==> config.mk <==
export PLATFORM = sky130hd
export DESIGN_NAME = serial_compare_ctrl
export DESIGN_NICKNAME = d
export VERILOG_FILES = /design/src/rtl/cmp_pkg.sv /design/src/rtl/one_bit_comparator.sv /design/src/rtl/serial_compare_ctrl.sv
export SDC_FILE = /design/constraint.sdc
export NUM_CORES = 1
export LEC_CHECK = 0
export ABC_AREA = 1
export CORE_AREA = 2 2 77 79
export DETAILED_ROUTE_END_ITERATION = 16
export DIE_AREA = 0 0 79 81
export MAX_ROUTING_LAYER = met4
export PLACE_DENSITY = 0.57
export SKIP_LAST_GASP = 1
export SYNTH_ARGS = -nofsm -noshare
export SYNTH_HDL_FRONTEND = slang
export SYNTH_HIERARCHICAL = 1
export SYNTH_SLANG_ARGS = --single-unit
==> constraint.sdc <==
create_clock -name clk -period 1.6 [get_ports clk]
set_input_delay 0.48 -clock clk [delete_from_list [all_inputs] [get_ports clk]]
set_output_delay 0.48 -clock clk [all_outputs]
set_load 0.01 [all_outputs]
==> src/rtl/cmp_pkg.sv <==
// -----------------------------------------------------------------------------
// cmp_pkg
// Shared definitions for the serial comparator controller:
//   state_t          - controller state encoding (IDLE / RUN / DONE)
//   GT_RST/EQ_RST/LT_RST - seed and reset values of the compare flags
//                      ("equal so far" is the neutral starting point)
// -----------------------------------------------------------------------------
package cmp_pkg;

   typedef enum logic [1:0] {
      IDLE = 2'd0,
      RUN  = 2'd1,
      DONE = 2'd2
   } state_t;

   localparam logic GT_RST = 1'b0;
   localparam logic EQ_RST = 1'b1;
   localparam logic LT_RST = 1'b0;

endpackage

==> src/rtl/one_bit_comparator.sv <==
// -----------------------------------------------------------------------------
// one_bit_comparator
// One magnitude-compare cell for an MSB-first chain. While the more
// significant bits were equal (eq_in) this bit decides; once a decision has
// been made higher up it is passed through unchanged.
// Ports:
//   a, b                 in  - operand bits at the current position
//   gt_in, eq_in, lt_in  in  - flags from the more significant positions
//   gt, eq, lt           out - flags including this position
// -----------------------------------------------------------------------------
module one_bit_comparator (
   input  logic a,
   input  logic b,
   input  logic gt_in,
   input  logic eq_in,
   input  logic lt_in,
   output logic gt,
   output logic eq,
   output logic lt
);

   // Resolve this bit only when everything above it was equal
   always_comb begin
      gt = gt_in;
      eq = eq_in;
      lt = lt_in;
      if (eq_in) begin
         gt = a & ~b;
         eq = ~(a ^ b);
         lt = ~a & b;
      end else begin
         gt = gt_in;
         eq = 1'b0;
         lt = lt_in;
      end
   end

endmodule

==> src/rtl/serial_compare_ctrl.sv <==
// -----------------------------------------------------------------------------
// serial_compare_ctrl
// Compares two WIDTH-bit operands one bit per cycle (MSB first) through a
// single one_bit_comparator cell. A start/done handshake frames each compare;
// with EARLY_EXIT set the compare finishes on the first differing bit.
// Ports:
//   clk    in   1      rising-edge clock
//   rst_n  in   1      synchronous active-low reset
//   start  in   1      compare request, only honoured while idle
//   a, b   in   WIDTH  operands, latched when start is accepted
//   busy   out  1      high in RUN and DONE
//   done   out  1      single-cycle result-valid pulse
//   agb    out  1      a > b   (held until the next compare finishes)
//   aeb    out  1      a == b
//   alb    out  1      a < b
//   steps  out  CW     bit steps used by the compare
// -----------------------------------------------------------------------------
module serial_compare_ctrl
   import cmp_pkg::*;
#(
   parameter  int WIDTH      = 8,
   parameter  bit EARLY_EXIT = 1'b1,
   localparam int CW         = $clog2(WIDTH + 1)
) (
   input  logic             clk,
   input  logic             rst_n,
   input  logic             start,
   input  logic [WIDTH-1:0] a,
   input  logic [WIDTH-1:0] b,
   output logic             busy,
   output logic             done,
   output logic             agb,
   output logic             aeb,
   output logic             alb,
   output logic [CW-1:0]    steps
);

   localparam int           IW      = $clog2(WIDTH);
   localparam logic [IW-1:0] IDX_MSB = IW'(WIDTH - 1);

   state_t           state_r;
   state_t           state_nxt_s;
   logic [WIDTH-1:0] a_r;
   logic [WIDTH-1:0] b_r;
   logic [IW-1:0]    idx_r;
   logic [CW-1:0]    steps_r;
   logic             gt_r;
   logic             eq_r;
   logic             lt_r;
   logic             agb_r;
   logic             aeb_r;
   logic             alb_r;
   logic             busy_r;
   logic             done_r;
   logic             gt_s;
   logic             eq_s;
   logic             lt_s;
   logic             exit_s;

   // The single datapath cell, fed by the current bit and the chained flags
   one_bit_comparator u_cell (
      .a     (a_r[idx_r]),
      .b     (b_r[idx_r]),
      .gt_in (gt_r),
      .eq_in (eq_r),
      .lt_in (lt_r),
      .gt    (gt_s),
      .eq    (eq_s),
      .lt    (lt_s)
   );

   // Last step: LSB reached, or an early decision once bits differ
   always_comb begin
      exit_s = 1'b0;
      if ((idx_r == {IW{1'b0}}) || (EARLY_EXIT && !eq_s)) begin
         exit_s = 1'b1;
      end else begin
         exit_s = 1'b0;
      end
   end

   // Next-state decode for the IDLE -> RUN -> DONE sequence
   always_comb begin
      state_nxt_s = state_r;
      case (state_r)
         IDLE: begin
            if (start) begin
               state_nxt_s = RUN;
            end else begin
               state_nxt_s = IDLE;
            end
         end
         RUN: begin
            if (exit_s) begin
               state_nxt_s = DONE;
            end else begin
               state_nxt_s = RUN;
            end
         end
         DONE:    state_nxt_s = IDLE;
         default: state_nxt_s = IDLE;
      endcase
   end

   // State, counters, chained flags and registered host outputs
   always_ff @(posedge clk) begin
      if (!rst_n) begin
         state_r <= IDLE;
         a_r     <= {WIDTH{1'b0}};
         b_r     <= {WIDTH{1'b0}};
         idx_r   <= IDX_MSB;
         steps_r <= {CW{1'b0}};
         gt_r    <= GT_RST;
         eq_r    <= EQ_RST;
         lt_r    <= LT_RST;
         agb_r   <= GT_RST;
         aeb_r   <= EQ_RST;
         alb_r   <= LT_RST;
         busy_r  <= 1'b0;
         done_r  <= 1'b0;
      end else begin
         state_r <= state_nxt_s;
         busy_r  <= (state_nxt_s != IDLE);
         done_r  <= (state_nxt_s == DONE);
         case (state_r)
            IDLE: begin
               if (start) begin
                  a_r     <= a;
                  b_r     <= b;
                  idx_r   <= IDX_MSB;
                  steps_r <= {CW{1'b0}};
                  gt_r    <= GT_RST;
                  eq_r    <= EQ_RST;
                  lt_r    <= LT_RST;
               end
            end
            RUN: begin
               gt_r    <= gt_s;
               eq_r    <= eq_s;
               lt_r    <= lt_s;
               steps_r <= steps_r + CW'(1'b1);
               if (exit_s) begin
                  // Host-visible result changes only here; idx stays put
                  agb_r <= gt_s;
                  aeb_r <= eq_s;
                  alb_r <= lt_s;
               end else begin
                  idx_r <= idx_r - IW'(1'b1);
               end
            end
            DONE: begin
               done_r <= 1'b0;
            end
            default: begin
               done_r <= 1'b0;
            end
         endcase
      end
   end

   assign busy  = busy_r;
   assign done  = done_r;
   assign agb   = agb_r;
   assign aeb   = aeb_r;
   assign alb   = alb_r;
   assign steps = steps_r;

endmodule

==> run metrics <==
final hold vios=0; Final Core Density=41.0%; FFs w/ async S/R, synth=0%; maximum clock rate=between 500 and 600 MHz; DRC=0; top_reg_cell synth=dfxtp_1; Netlist cell types=23; largest net degree at the start of global routing=20; final instance area=0.00233 mm²; Crit Path Category=reg2reg; H-tree levels=2; DRT Pass-1 Iters=4; post-layout net count=284; Setup violations, final=11; CP endpoint kind=flop; die height=81 µm; area leader, netlist=dfxtp_1; CTS tree=done; global placement routability congestion=0.790; die width=79 µm; Fin Clk Skew=3.35 ps; post-synthesis average cell area=roughly 7.6 µm²; remaining antenna violation count after routing=0; RSZ-0062 raised after global routing=true; clock sinks=33; routed wire length per instance=10.1 µm; setup TNS=-1020 ps; Post-synth EDFFs=0; Via Count=around 1,400; # rows=28; first-pass GRT wire length=6000 µm; post-synth net total=240; latest clock arrival within the worst-skew pair=~280 ps; maximum clock insertion buffer count=2; Placed Instances=324; Starting Density=28.9%; share of the yosys chip area belonging to registers=between 40% and 50%; peak supply drop=0.584 mV; Syn Inst Count=216; hold_buf cts=0; I/O Pins=28; vias in the first global route=1,390; antenna fix cells=0; final wirelength=3400 µm; status=complete, but fails checks; die area=around 0.0064 mm²; post-place instance area=0.00207 mm²; WHS=roughly 460 ps; violations in the final reports=negative setup slack; Place WS=-194 ps; commonest cells in the netlist=nand2_1 (54), dfxtp_1 (33), nor2_1 (29), inv_1 (18), nand3_1 (18); Yosys Warn Count=6; port buffer count=27; share of cells above drive strength 1=a little under a third; CTS Buf Count=5; clock transition at the registers of the reported paths=70 ps; number of DRC markers in iteration 0=57; slew of the pin with the lowest slew margin=252 ps; P per Cell Area=roughly 1800 mW/mm²; Worst slew margin=83.2%; Vias/cell=4.22; Arr. time, crit path=1940 ps; most frequent cell after synthesis=nand2_1; number of synthesized register bits=33; initial antenna violation count=0; hpwl dp=2490 µm; startpoint class of the critical path=flop; Cell Area, Synth=0.00164 mm²; core area=0.00568 mm²; Final Total Pwr=about 4.2 mW; critical path fanouts, max=5; Global Route Usage Sum=12.3%; Final Cycle Share=110%; Leakage=1.08 nW; max cap viols=0; clk root buf=clkbuf_8; PnR worst setup slack=-158 ps; GRT overflow=0; Final min period=about 1800 ps; Final Max Tran Viols=0; Critical Path RT=between 1500 and 2000 ps; Layout area overhead=42.2%; Synth top area share=40.3%; min-delay worst type=reg2reg; Synth area leaders=dfxtp_1 (40%), nand2_1 (12%), nor2_1 (6.6%), o21ai_2 (5.9%), nand3_1 (5.5%); Finished Layout Cells=336
power breakdown:
| part | switching [mW] | internal (mW) | leakage, nW | total [mW] |
|---|---|---|---|---|
| registers | 0.147 | 1.02 | 0.272 | 1.17 |
| clock network | 0.306 | 0.508 | 0.0585 | 0.814 |
| logic | 1.19 | 0.988 | 0.753 | 2.18 |
| total | 1.65 | 2.52 | 1.08 | 4.16 |
worst max-delay path: stages (launching register included):
cell     delay [ps]
dfxtp_4         380
buf_6           120
nor2_1           40
nor2_1           90
nand2_1          50
nand2_1          50
nand2_1          60
nand2_2          80
inv_2            50
ha_4            270
nand2_4          50
inv_4            90
nand2_4          70
nand2_4         100
nor2_4           40
nand2_1          50
nand2_1          50
sequential cells by signal, indices dropped and copies added (netlist names), 2 cells and up:
signal / cells
b_r: 8
idx_r: 3
steps: 4
state_r: 2
a_r: 8
area by class of cell:
class                   instances  area, µm²
fillers                       606       3350
multi-input cells             149        911
flip-flops and latches         33        666
repair buffers                 46        445
inverters                      25       96.3
well taps                      75       93.8
clock buffers                   7       86.3
clock inverters                 1       30.0
kinds of logic (layout without fill, tap and decap cells):
kind of cell | Yosys count | count (layout) | synth area share (%)
adders and majority gates | 5 | 5 | 3.82
and+or+nand+nor | 108 | 108 | 29.7
buffers and inverters | 34 | 79 | 10.5
AOI/OAI and AO/OA | 36 | 36 | 15.6
DFF | 33 | 33 | 40.3
timing repair:
item / 4_1_cts / 5_1_grt
endpoints found under the setup margin: 18 / 12
buffers inserted: 3 / 1
gates resized for setup: 34 / 6
pin swaps: 10 / 10
path summary, 6_finish.rpt:
path                                             from                  end  slack [ps]  cells past startpoint
worst max-delay path            idx_r[0]$_SDFFE_PN1P_     alb$_SDFFE_PN0P_        -160                     16
worst min-delay path              b_r[5]$_SDFFE_PN0P_  b_r[5]$_SDFFE_PN0P_         460                      2
worst max register to register  idx_r[0]$_SDFFE_PN1P_     alb$_SDFFE_PN0P_        -160                     16
worst min register to register    b_r[5]$_SDFFE_PN0P_  b_r[5]$_SDFFE_PN0P_         460                      2
cells in the final DEF (no fill, tap or decap), types with 2 or more instances in the layout:
cell type	count
nand2_1	48
dfxtp_1	31
nor2_1	26
clkdlybuf4s50_1	18
inv_1	16
buf_4	13
o21ai_2	12
nand3_1	10
a21oi_2	9
nand3_2	9
inv_2	8
dlygate4sd2_1	8
o21ai_1	7
a21oi_1	6
clkbuf_8	6
nand2_4	4
ha_1	4
buf_6	4
nand2_2	3
nor2_4	2
nor2_2	2
nand3_4	2
o21ai_0	2
buf_12	2
routing by layer:
metal,up-vias,track usage [%],wire [µm]
met5,-,-,0
met4,0,4.14,50
met3,7,3.78,138
met2,21,20.3,1610
met1,620,14.3,1600
li1,771,-,-
Power figures use the tool's default switching activity.
